[src/rtl/fp_round_seq.sv]
// rtl/fp_round_seq.sv - sequential two's-complement to sign/exponent/significand rounding stage
module fp_round_seq #(
  parameter int FRAC_W = 4,
  parameter int EXP_W  = 3
) (
  input  logic                                 clk,
  input  logic                                 rst,
  input  logic                                 in_valid,
  output logic                                 in_ready,
  input  logic [1+FRAC_W+(2**EXP_W-1)-1:0]     din,
  input  logic [1:0]                           mode,
  output logic                                 out_valid,
  input  logic                                 out_ready,
  output logic                                 sign_o,
  output logic [EXP_W-1:0]                     exp_o,
  output logic [FRAC_W-1:0]                    frac_o,
  output logic                                 ovf_o,
  output logic                                 inexact_o
);

  localparam int EXP_MAX = 2**EXP_W - 1;
  localparam int IN_W    = 1 + FRAC_W + EXP_MAX;
  localparam logic [EXP_W:0] E_MAX = (EXP_W+1)'(EXP_MAX);

  typedef enum logic [1:0] {S_IDLE, S_NORM, S_ROUND, S_DONE} state_t;

  state_t              r_state;
  logic                r_in_ready;
  logic                r_out_valid;
  logic                r_sign;
  logic [IN_W-1:0]     r_w;
  logic [EXP_W:0]      r_e;
  logic                r_r;
  logic                r_s;
  logic [1:0]          r_mode;
  logic                r_sign_o;
  logic [EXP_W-1:0]    r_exp_o;
  logic [FRAC_W-1:0]   r_frac_o;
  logic                r_ovf_o;
  logic                r_inx_o;

  logic [IN_W-1:0]     w_abs;
  logic [FRAC_W-1:0]   w_f;
  logic                w_up;
  logic [FRAC_W-1:0]   w_frac_n;
  logic [EXP_W-1:0]    w_exp_n;
  logic                w_ovf_n;
  logic                w_inx_n;

  // Magnitude of the incoming sample; the most-negative value maps to 2**(IN_W-1) unsigned.
  always_comb begin
    w_abs = din[IN_W-1] ? (~din + IN_W'(1)) : din;
  end

  // Rounding decision and carry/saturation handling on the normalised significand.
  always_comb begin
    w_f      = r_w[FRAC_W-1:0];
    w_frac_n = w_f;
    w_exp_n  = r_e[EXP_W-1:0];
    w_ovf_n  = 1'b0;
    w_inx_n  = r_r | r_s;
    case (r_mode)
      2'b00:   w_up = 1'b0;
      2'b10:   w_up = r_r & (r_s | w_f[0]);
      default: w_up = r_r;
    endcase
    if (r_e > E_MAX) begin
      w_frac_n = '1;
      w_exp_n  = E_MAX[EXP_W-1:0];
      w_ovf_n  = 1'b1;
      w_inx_n  = 1'b1;
    end else if (w_up) begin
      if (w_f != '1) begin
        w_frac_n = w_f + FRAC_W'(1);
      end else if (r_e < E_MAX) begin
        // Significand carried out: renormalise to 100..0 and bump the exponent.
        w_frac_n = {1'b1, {(FRAC_W-1){1'b0}}};
        w_exp_n  = EXP_W'(r_e + (EXP_W+1)'(1));
      end else begin
        w_frac_n = '1;
        w_exp_n  = E_MAX[EXP_W-1:0];
        w_ovf_n  = 1'b1;
        w_inx_n  = 1'b1;
      end
    end
  end

  // Control FSM with registered handshake and result outputs.
  always_ff @(posedge clk) begin
    if (rst) begin
      r_state     <= S_IDLE;
      r_in_ready  <= 1'b1;
      r_out_valid <= 1'b0;
      r_sign      <= 1'b0;
      r_w         <= '0;
      r_e         <= '0;
      r_r         <= 1'b0;
      r_s         <= 1'b0;
      r_mode      <= '0;
      r_sign_o    <= 1'b0;
      r_exp_o     <= '0;
      r_frac_o    <= '0;
      r_ovf_o     <= 1'b0;
      r_inx_o     <= 1'b0;
    end else begin
      case (r_state)
        S_IDLE: begin
          if (in_valid) begin
            r_sign     <= din[IN_W-1];
            r_w        <= w_abs;
            r_mode     <= mode;
            r_e        <= '0;
            r_r        <= 1'b0;
            r_s        <= 1'b0;
            r_in_ready <= 1'b0;
            r_state    <= S_NORM;
          end
        end
        S_NORM: begin
          // One right shift per cycle until the value fits in FRAC_W bits.
          if (|r_w[IN_W-1:FRAC_W]) begin
            r_s <= r_s | r_r;
            r_r <= r_w[0];
            r_w <= r_w >> 1;
            r_e <= r_e + (EXP_W+1)'(1);
          end else begin
            r_state <= S_ROUND;
          end
        end
        S_ROUND: begin
          r_sign_o    <= r_sign;
          r_exp_o     <= w_exp_n;
          r_frac_o    <= w_frac_n;
          r_ovf_o     <= w_ovf_n;
          r_inx_o     <= w_inx_n;
          r_out_valid <= 1'b1;
          r_state     <= S_DONE;
        end
        S_DONE: begin
          if (out_ready) begin
            r_out_valid <= 1'b0;
            r_in_ready  <= 1'b1;
            r_state     <= S_IDLE;
          end
        end
        default: r_state <= S_IDLE;
      endcase
    end
  end

  assign in_ready  = r_in_ready;
  assign out_valid = r_out_valid;
  assign sign_o    = r_sign_o;
  assign exp_o     = r_exp_o;
  assign frac_o    = r_frac_o;
  assign ovf_o     = r_ovf_o;
  assign inexact_o = r_inx_o;

endmodule

[config.mk]
export PLATFORM = sky130hd
export DESIGN_NAME = fp_round_seq
export DESIGN_NICKNAME = d
export VERILOG_FILES = /design/src/rtl/fp_round_seq.sv
export SDC_FILE = /design/constraint.sdc
export NUM_CORES = 1
export LEC_CHECK = 0
export BUFFER_PORTS_ARGS = -buffer_cell sky130_fd_sc_hd__buf_2
export CORE_MARGIN = 5
export CORE_UTILIZATION = 56
export DETAILED_ROUTE_END_ITERATION = 10
export GPL_TIMING_DRIVEN = 0
export PLACE_DENSITY = 0.8
export SYNTH_ARGS = -nofsm -noshare
export SYNTH_HDL_FRONTEND = slang
export SYNTH_SLANG_ARGS = --single-unit
[constraint.sdc]
create_clock -name clk -period 2.6 [get_ports clk]
set_clock_uncertainty 0.2 [all_clocks]
set_input_delay 0.26 -clock clk [delete_from_list [all_inputs] [get_ports clk]]
set_output_delay 0.26 -clock clk [all_outputs]
set_load 0.05 [all_outputs]
==> results of run 1 <==
[power groups by stage]
stage | clock network, W | logic, W | registers [W]
detailed placement | 0 | 0.00120 | 0.000853
CTS | 0.000344 | 0.00121 | 0.000841
finish | 0.000342 | 0.00122 | 0.000847
floorplan | 0 | 0.000749 | 0.00102
global placement | 0 | 0.00118 | 0.000847
global route | 0.000381 | 0.00135 | 0.000872
[critical path: stages, from the launching register on]
cell,delay [ps]
dfxtp_1,460
ha_1,210
nand3_1,140
a211oi_1,550
a31oi_1,310
a311oi_1,260
[Yosys cell counts, types with 2 or more instances]
cell      number
clkbuf_1       6
o221a_2        2
nand3_1       10
mux2i_1        7
dfxtp_1       35
xor2_1         4
or4_1          2
xnor2_1        5
a211oi_1       6
o211ai_1       2
nand2_1       17
a31oi_1        2
mux2_2         2
or3b_2         2
o31ai_1        3
inv_1         12
a21oi_1       18
a221oi_1       4
o21ai_0       16
nand2b_1       7
ha_1           8
a311oi_1       2
o41ai_1        3
nor2_1        17
nor2b_1        3
or3_1          4
nor3_1         8
buf_2          3
[state kept, by name, summed over array words and instances, names as in the netlist, 2 cells and up]
register / flops
r_mode: 2
exp_o: 3
r_state: 2
r_e: 4
r_w: 12
frac_o: 4
[metal layers]
layer | track usage, % | wire [um]
met3 | 4.93 | 305
met4 | 7.38 | 65
met2 | 34.9 | 2160
met1 | 27.2 | 2150
met5 | 0 | 0
[how the worst max path moves through the flow]
stage	from	endpoint	slack [ps]	cells past startpoint
floorplan	r_w[8]$_SDFFE_PP0P_	r_w[2]$_SDFFE_PP0P_	560	4
global placement	r_w[0]$_SDFFE_PP0P_	frac_o[1]$_SDFFE_PP0P_	420	5
detailed placement	r_w[0]$_SDFFE_PP0P_	frac_o[0]$_SDFFE_PP0P_	410	5
CTS	r_w[0]$_SDFFE_PP0P_	frac_o[1]$_SDFFE_PP0P_	390	5
global route	r_w[0]$_SDFFE_PP0P_	frac_o[0]$_SDFFE_PP0P_	100	5
finish	r_w[0]$_SDFFE_PP0P_	frac_o[0]$_SDFFE_PP0P_	390	5
[logic make-up (layout without fill, tap and decap cells)]
family                   Yosys count  in the layout  share of synthesized area (%)
adder cells (fa/ha/maj)            8              8                           5.09
buffers and inverters             22             61                           4.77
multiplexers                       9              9                           4.70
AND/OR/NAND/NOR                   80             80                           21.5
AO/OA/AOI/OAI                     70             70                           24.3
XOR/XNOR                           9              9                           4.00
flip-flops                        35             35                           35.6
[layout make-up]
class                      instances  area [sq um]  share of cell area, %
buffer                            10          48.8                   2.15
clock buffer                       8          68.8                   3.04
inverter                          12          45.0                   1.99
multi-input combinational        176          1170                   51.8
sequential                        35           701                   30.9
tap                               46          57.6                   2.54
timing repair buffer              31           170                   7.51
[metrics by stage]
stage	hold WS (ps)	utilization, %	area [sq um]	instances	setup WS (ps)
2_1_floorplan	207	-	1970	233	557
3_3_place_gp	246	64.4	2170	307	425
3_5_place_dp	251	64.4	2170	307	409
4_1_cts	12.4	67.3	2260	318	394
5_1_grt	11.4	67.3	2260	318	103
6_report	11.9	67.3	2260	318	386
[placed cells by master (no fill, tap or decap), types with 7 or more instances in the layout]
cell type | Yosys | routed
nor3_1 | 8 | 8
dfxtp_1 | 35 | 35
a21oi_1 | 18 | 18
nor2_1 | 17 | 17
clkbuf_1 | 6 | 7
o21ai_0 | 16 | 16
ha_1 | 8 | 8
nand3_1 | 10 | 10
nand2_1 | 17 | 17
nand2b_1 | 7 | 7
mux2i_1 | 7 | 7
buf_2 | 3 | 31
inv_1 | 12 | 12
==> impl_metrics.yaml, run 1 <==
setup_path:
  critPathMaxFanout: 8
  reg2reg_depth: 5
  arrival_ps: 2280
  critical_path_class: "reg -> reg"
  r2r_slack_ps: 390
  r2r-start: "r_w[0]$_SDFFE_PP0P_"
  start_kind: "flip-flop"
  crit-reg2reg-capture: "frac_o[0]$_SDFFE_PP0P_"
  worstSetupEndpointType: "flip-flop"
  crit_required_ps: 2670
synthesis:
  synth.area.top_cells: "dfxtp_1, ha_1, a21oi_1, o21ai_0, mux2i_1"
  ys_ff_latch: 35
  synthArstFlopShare_pct: 0
  yosysWarningCount: 0
  synth.net_count: 259
  syn-cell-area_sq_mm: 0.00197
  synth_ff_type: "dfxtp_1"
  synthDistinctLibCells: 51
  synth_edf_count: 0
  seq_area_frac_synth_pct: 35.6
  avgSynthCellArea_sq_um: 8.45
  synth_top_cell_by_area: "dfxtp_1"
  synth_top_area_share_pct: 35.6
  synthCells: 233
global_routing:
  grt_pass1_wl_um: 8420
  grt_pass1_vias: 1826
  antenna_found_initial: 0
  grt_usage_pct: 21.2
  grt_overflow: 0
  grt_max_degree: 11
clock_network:
  htreeDepth: 2
  cts_tree: "yes"
  path_clk_slew_ps: 110
  cts_num_sinks: 35
  cts_buffers: 5
  clk_latency_ps: 350
  cts_setup_buffers: 0
  cts_resized: 0
  ctsLongestPathBuffers: 2
  cts_root_buf: "clkbuf_4"
  holdBufCountCts: 3
drt:
  drcViolationCount: 0
  firstDrtPassIters: 6
  via_count: 1874
  drt_iter0_markers: 124
  drtAntennaViolNets: 0
  drt-total-wl_um: 4680
  wl_per_cell_um: 14.7
  viasPerCell: 5.89
pwr:
  p_leak_nw: 0.869
  pwr-share-seq_pct: 35.2
  vdd_ir_drop_max_uv: 474
  netSwitchingFraction_pct: 46.1
  comb_power_share_pct: 50.5
  p_int_w: 0.00130
  clockPowerShare_pct: 14.2
  design_power_total_w: 0.00240
  p_per_area_mw_per_mm2: 1060
  p_sw_w: 0.00111
timing:
  setup_tns_ps: 0
  rsz0062_at_grt: "false"
  clock.fmax_mhz: 452
  max_slew_margin_pct: 51.4
  hold_viol: 0
  tightest_slew_ps: 722
  setup_viol: 0
  period_share_pct: 85.1
  slew_viol_final: 0
  period_minus_slack_ps: 2210
min_path:
  hold_path_class: "in -> reg"
  hp-start: "in_valid"
  hold_end: "r_mode[1]$_SDFFE_PP0P_"
  hold_depth: 3
floorplanning:
  core_sq_mm: 0.00336
  die_area_sq_mm: 0.00480
  fp-row-count: 21
  initial_core_util_pct: 58.5
  dieHeight_um: 69.3
  die_w_um: 69.3
  boundaryPins: 30
place:
  routabilityCongestion: 0.864
  hpwlAfterDp_um: 3450
  io_buffers: 28
cells_and_area:
  nFillCells: 309
  antenna_cells: 0
  nets: 297
  drive_gt1_share_pct: 19.1
  area_growth_pct: 15.1
outcome:
  outcome: "complete, no violations"
flow_run:
  cap_violations: 0
Note: power is estimated with default switching activity, not from simulation.
==> run 2, diff against run 1 <==
--- a/config.mk
+++ b/config.mk
@@ -5,12 +5,13 @@
 export SDC_FILE = /design/constraint.sdc
 export NUM_CORES = 1
 export LEC_CHECK = 0
+export ABC_AREA = 1
 export BUFFER_PORTS_ARGS = -buffer_cell sky130_fd_sc_hd__buf_2
 export CORE_MARGIN = 5
 export CORE_UTILIZATION = 56
 export DETAILED_ROUTE_END_ITERATION = 10
 export GPL_TIMING_DRIVEN = 0
-export PLACE_DENSITY = 0.8
+export PLACE_DENSITY = 0.82
 export SYNTH_ARGS = -nofsm -noshare
 export SYNTH_HDL_FRONTEND = slang
 export SYNTH_SLANG_ARGS = --single-unit
==> run 2 against run 1 <==
  * Power shrank 2.5%
  * Non-clock buffer count is the same
  * Final cell count grew 25%
  * Utilization shrank 0.16 points
  * Register-to-register slack gained 390 ps
  * Largest power group unchanged
==> impl_metrics.yaml, run 2 <==
synthesis:
  synthSimpleGateAreaFrac_pct: 33.8
  synth_top_family_by_area: "simple AND/OR/NAND/NOR gates"
  synth.area.top_cells: "dfxtp_1, nand2_1, nor2_1, inv_1, nand3_1"
  synth_edf_count: 0
  synth_ff_type: "dfxtp_1"
  synthXorXnorAreaFrac_pct: 1.29
  yosysWarningCount: 0
  synthDistinctLibCells: 30
  yosys-top-cells-count: "nand2_1, nor2_1, inv_1"
  synth_mux_area_share_pct: 0
  synthAdderAreaFrac_pct: 4.93
  synthArstFlopShare_pct: 0
  seq_area_frac_synth_pct: 34.5
  synth_top_area_share_pct: 34.5
  synth.net_count: 341
  synthCells: 315
  synth_top_cell_by_area: "dfxtp_1"
  ys_ff_latch: 35
  syn-cell-area_sq_mm: 0.00203
  post-synth-top-count-cell: "nand2_1"
  avgSynthCellArea_sq_um: 6.45
  synth_compound_area_share_pct: 14.6
clock_network:
  path_clk_slew_ps: 100
  cts_tree: "yes"
  ctsLongestPathBuffers: 2
  clk_latency_ps: 340
  cts_setup_buffers: 0
  cts_root_buf: "clkbuf_4"
  cts_buffers: 5
  htreeDepth: 2
  cts_num_sinks: 35
drt:
  firstDrtPassIters: 4
  drtAntennaViolNets: 0
  wl_per_cell_um: 11.6
  drcViolationCount: 0
  drt_iter0_markers: 99
  drt-total-wl_um: 4640
  viasPerCell: 5.09
  via_count: 2031
flow_run:
  cap_violations: 0
floorplanning:
  die_w_um: 70.2
  fp-row-count: 21
  core_sq_mm: 0.00342
  die_area_sq_mm: 0.00493
  boundaryPins: 30
  initial_core_util_pct: 59.5
  dieHeight_um: 70.2
setup_path:
  crit_required_ps: 2640
  cp_cell_sequence: "inv_1 -> ha_1 -> inv_1 -> or2_1 -> nand3_4 -> inv_2 -> buf_6 -> nand2_1 -> nor2_1 -> nor2_1"
  r2r-start: "r_state[0]$_SDFFE_PP0P_"
  critical_path_class: "reg -> reg"
  worstSetupStartpoint: "r_state[0]$_SDFFE_PP0P_"
  arrival_ps: 1860
  start_kind: "flip-flop"
  critPathSlowestCell: "dfxtp_1"
  worstSetupEndpointType: "flip-flop"
  critPathMaxFanout: 10
  critical-path-max-stage-delay_ps: 400
place:
  hpwlAfterDp_um: 3600
  routabilityCongestion: 0.814
  io_buffers: 29
global_routing:
  grt_overflow: 0
  antenna_found_initial: 0
  grt_pass1_wl_um: 8000
  grt_pass1_vias: 1922
  grt_usage_pct: 19.6
  grt_max_degree: 11
cells_and_area:
  final_common_cell: "nand2_1"
  antenna_cells: 0
  nets: 378
  drive_gt1_share_pct: 15.6
  regMostFlops: "r_w"
  final_cell_mix: "nand2_1, nor2_1, inv_1"
  nFillCells: 329
  area_growth_pct: 12.9
  largest_register_ffs: 12
timing:
  setup_tns_ps: 0
  whs_ps: 20.1
  setup_viol: 0
  hold_viol: 0
  period_share_pct: 70.0
  rsz0062_at_grt: "false"
  max_slew_margin_pct: 66.9
  slew_viol_final: 0
  tightest_slew_ps: 496
  period_minus_slack_ps: 1820
  clock.fmax_mhz: 549
min_path:
  hold_path_class: "in -> reg"
  hp-start: "mode[0]"
pwr:
  vdd_ir_drop_max_uv: 844
  p_per_area_mw_per_mm2: 1020
  p_leak_nw: 1.15
outcome:
  outcome: "complete, no violations"
-- run 2: changes by cell type after synthesis, sizes merged, moves of 5 or more --
cell / before / now
a211oi: 6 / 0
a21oi: 18 / 23
inv: 12 / 40
mux2i: 7 / 0
nand2: 17 / 81
nand2b: 7 / 0
nand3: 10 / 25
nor2: 17 / 49
nor3: 8 / 3
o21ai: 16 / 29
or3: 5 / 0
xnor2: 5 / 0
-- run 2: where the power goes --
part,total (W),switching (W),internal (W)
combinational,0.00126,0.000843,0.000412
clock,0.000283,0.000177,0.000105
sequential,0.000807,0.000109,0.000698
total,0.00234,0.00113,0.00122
-- run 2: layout make-up --
class	count	area (sq um)	share of cell area, %
sequential	35	701	30.5
multi-input combinational	229	1110	48.4
clock buffer	7	45.0	1.96
clock inverter	1	5.00	0.218
timing repair buffer	30	155	6.76
buffer	11	71.3	3.11
tap	46	57.6	2.51
inverter	40	150	6.54
-- run 2: routing by layer --
metal	GRT usage, %	vias up	part of all wire [%]
li1	-	1070	-
met1	24.6	905	46
met2	33.6	49	48
met3	3.59	7	5.4
met4	6.81	0	1.2
met5	0	-	0
-- run 2: worst max-delay path: cells and delay by family, from the launching register on --
family | cells | cell delay, ps
and+or+nand+nor | 5 | 500
DFF | 1 | 400
buffers and inverters | 4 | 390
adders and majority gates | 1 | 220
-- run 2: path summary, 6_finish.rpt --
path,to,slack [ps],cells past startpoint
worst max-delay path,r_w[6]$_SDFFE_PP0P_,780,10
worst min-delay path,r_mode[0]$_SDFFE_PP0P_,20,3
worst max register to register,r_w[6]$_SDFFE_PP0P_,780,10
worst min register to register,r_mode[0]$_SDFFE_PP0P_,270,2
-- run 2: what timing repair did --
action | in CTS | in global routing
endpoints found under the setup margin | 0 | 0
gates resized for setup | 0 | 0
hold buffers | 1 | 0
hold endpoints to repair | 1 | 0
-- run 2: per-stage QoR --
stage | worst slack, ps | cell area, sq um | total power, W | util, % | std cells
floorplan | 985 | 2030 | 0.00179 | - | 315
global placement | 849 | 2230 | 0.00204 | 65.4 | 390
detailed placement | 803 | 2230 | 0.00207 | 65.4 | 390
CTS | 783 | 2290 | 0.00235 | 67.2 | 399
global route | 564 | 2290 | 0.00256 | 67.2 | 399
finish | 780 | 2290 | 0.00234 | 67.2 | 399
-- run 2: cells by family after synthesis --
logic type	Yosys count
adder cells (fa/ha/maj)	8
AO/OA/AOI/OAI	56
AND/OR/NAND/NOR	162
XOR/XNOR	3
flip-flops	35
buffers and inverters	51
==> run 3, diff against run 2 <==
==> constraint.sdc (replaced) <==
create_clock -name clk -period 1.9 [get_ports clk]
set_clock_uncertainty 0.2 [all_clocks]
set_input_delay 0.19 -clock clk [delete_from_list [all_inputs] [get_ports clk]]
set_output_delay 0.19 -clock clk [all_outputs]
set_load 0.05 [all_outputs]
==> run 3 against run 2 <==
  * Maximum frequency up 0.57%
  * Non-clock buffer count rose by 7
  * Global-route usage grew 0.57 points
  * Flip-flop and latch count unchanged
  * Utilization is 2.5 points higher
  * Sequential share of layout area fell by 0.99 points
  * Via count grew 0.59%
  * Critical endpoint is now r_mode[0]$_SDFFE_PP0P_
==> impl_metrics.yaml, run 3 (synthesis results as in run 2) <==
outcome:
  outcome: "complete, no violations"
clock_network:
  clk_latency_ps: 350
  htreeDepth: 2
  path_clk_slew_ps: 100
  ctsLongestPathBuffers: 2
  cts_buffers: 5
  cts_root_buf: "clkbuf_4"
  cts_tree: "yes"
  cts_num_sinks: 35
floorplanning:
  dieHeight_um: 70.2
  boundaryPins: 30
  fp-row-count: 21
  initial_core_util_pct: 59.5
  core_sq_mm: 0.00342
  die_area_sq_mm: 0.00493
  die_w_um: 70.2
cells_and_area:
  final_cell_mix: "nand2_1, nor2_1, inv_1"
  nets: 385
  design_area_sq_mm: 0.00238
  antenna_cells: 0
  largest_register_ffs: 12
  final_cells: 406
  final_common_cell: "nand2_1"
  nFillCells: 314
  drive_gt1_share_pct: 17.5
  area_growth_pct: 17.1
  regMostFlops: "r_w"
global_routing:
  grt_usage_pct: 20.2
  grt_overflow: 0
  grt_pass1_vias: 1971
  antenna_found_initial: 0
  grt_pass1_wl_um: 8220
  grt_max_degree: 11
drt:
  drt_iter0_markers: 115
  wl_per_cell_um: 12.0
  drcViolationCount: 0
  drtAntennaViolNets: 0
  drt-total-wl_um: 4870
  viasPerCell: 5.03
  via_count: 2043
  firstDrtPassIters: 5
timing:
  setup_viol: 0
  hold_viol: 0
  tightest_slew_ps: 504
  max_slew_margin_pct: 66.4
  period_minus_slack_ps: 1810
  period_share_pct: 95.3
  slew_viol_final: 0
  timing.final.ws_setup_ps: 89.8
  clock.fmax_mhz: 552
setup_path:
  crit_required_ps: 1940
  critical-path-max-stage-delay_ps: 560
  start_kind: "flip-flop"
  cp_cell_sequence: "inv_1 -> ha_2 -> nand2_2 -> o21ai_0 -> a21oi_1 -> dlygate4sd3_1"
  arrival_ps: 1850
  worstSetupEndpointType: "flip-flop"
  critPathSlowestCell: "dlygate4sd3_1"
  worst-path-buf-inv: 2
  critPathMaxFanout: 5
  crit_family: "buffers and inverters"
  critical_path_class: "reg -> reg"
min_path:
  hold_path_class: "in -> reg"
pwr:
  comb_power_share_pct: 54.0
  p_per_area_mw_per_mm2: 1380
  vdd_ir_drop_max_uv: 1170
  clockPowerShare_pct: 12.0
  pwr-share-seq_pct: 34.0
  p_leak_nw: 1.19
  netSwitchingFraction_pct: 48.1
  p_sw_w: 0.00157
  p_int_w: 0.00170
place:
  routabilityCongestion: 0.814
  dp_slack_ps: 103
  placed_area_sq_mm: 0.00223
  io_buffers: 29
  dp_cells: 390
  hpwlAfterDp_um: 3600
flow_run:
  cap_violations: 0
run 3: cell types whose count changed in the layout (fill, tap and decap cells not counted), sizes merged:
cell | previous run | this run
dlygate4sd3 | 1 | 8
run 3: worst paths after layout:
| path | slack [ps] | cells past startpoint | to | start |
|---|---|---|---|---|
| worst min register to register | 290 | 2 | r_w[4]$_SDFFE_PP0P_ | r_w[4]$_SDFFE_PP0P_ |
| worst max-delay path | 90 | 6 | r_mode[0]$_SDFFE_PP0P_ | r_state[0]$_SDFFE_PP0P_ |
| worst min-delay path | 20 | 3 | r_sign$_SDFFE_PP0P_ | din[11] |
| worst max register to register | 90 | 6 | r_mode[0]$_SDFFE_PP0P_ | r_state[0]$_SDFFE_PP0P_ |
run 3: routing by layer:
layer | vias to the layer above | track usage [%] | wire [um]
li1 | 1085 | - | -
met1 | 903 | 25.2 | 2230
met2 | 47 | 34.2 | 2320
met3 | 8 | 3.87 | 275
met4 | 0 | 7.66 | 45
met5 | - | 0 | 0
run 3: repair_timing:
item	CTS	global route
hold buffers	8	0
buffers inserted	0	0
gates resized for setup	0	10
setup endpoints to repair	0	14
hold endpoints to repair	10	0
run 3: power groups by stage:
stage | combinational, W | clock, W | sequential (W)
after floorplan | 0.00109 | 0 | 0.00136
after global placement | 0.00169 | 0 | 0.00111
after detailed placement | 0.00172 | 0 | 0.00112
after CTS | 0.00174 | 0.000391 | 0.00110
after global routing | 0.00199 | 0.000431 | 0.00114
final | 0.00177 | 0.000394 | 0.00111
run 3: stage by stage:
step	util (%)	hold slack, ps	TNS [ps]	total power [W]
floorplan	-	154	0	0.00245
global placement	65.4	251	0	0.00280
detailed placement	65.4	255	0	0.00284
CTS	69.2	22.3	0	0.00323
global route	69.7	32.8	-12.1	0.00356
finish	69.7	19.1	0	0.00327
run 3: worst reg2reg max path, stage by stage (launching register included):
cell and delay, ps:
dfxtp_2 360, inv_1 110, ha_2 200, nand2_2 80, o21ai_0 150, a21oi_1 50
dlygate4sd3_1 560
run 3: area by class of cell:
cell class | instances | area (sq um) | area share [%]
Inverter | 40 | 150 | 6.31
Multi-Input combinational cell | 229 | 1120 | 47.1
Clock buffer | 7 | 45.0 | 1.89
Buffer | 11 | 72.6 | 3.05
Sequential cell | 35 | 703 | 29.5
Clock inverter | 1 | 5.00 | 0.210
Tap cell | 46 | 57.6 | 2.42
Timing Repair Buffer | 37 | 225 | 9.46
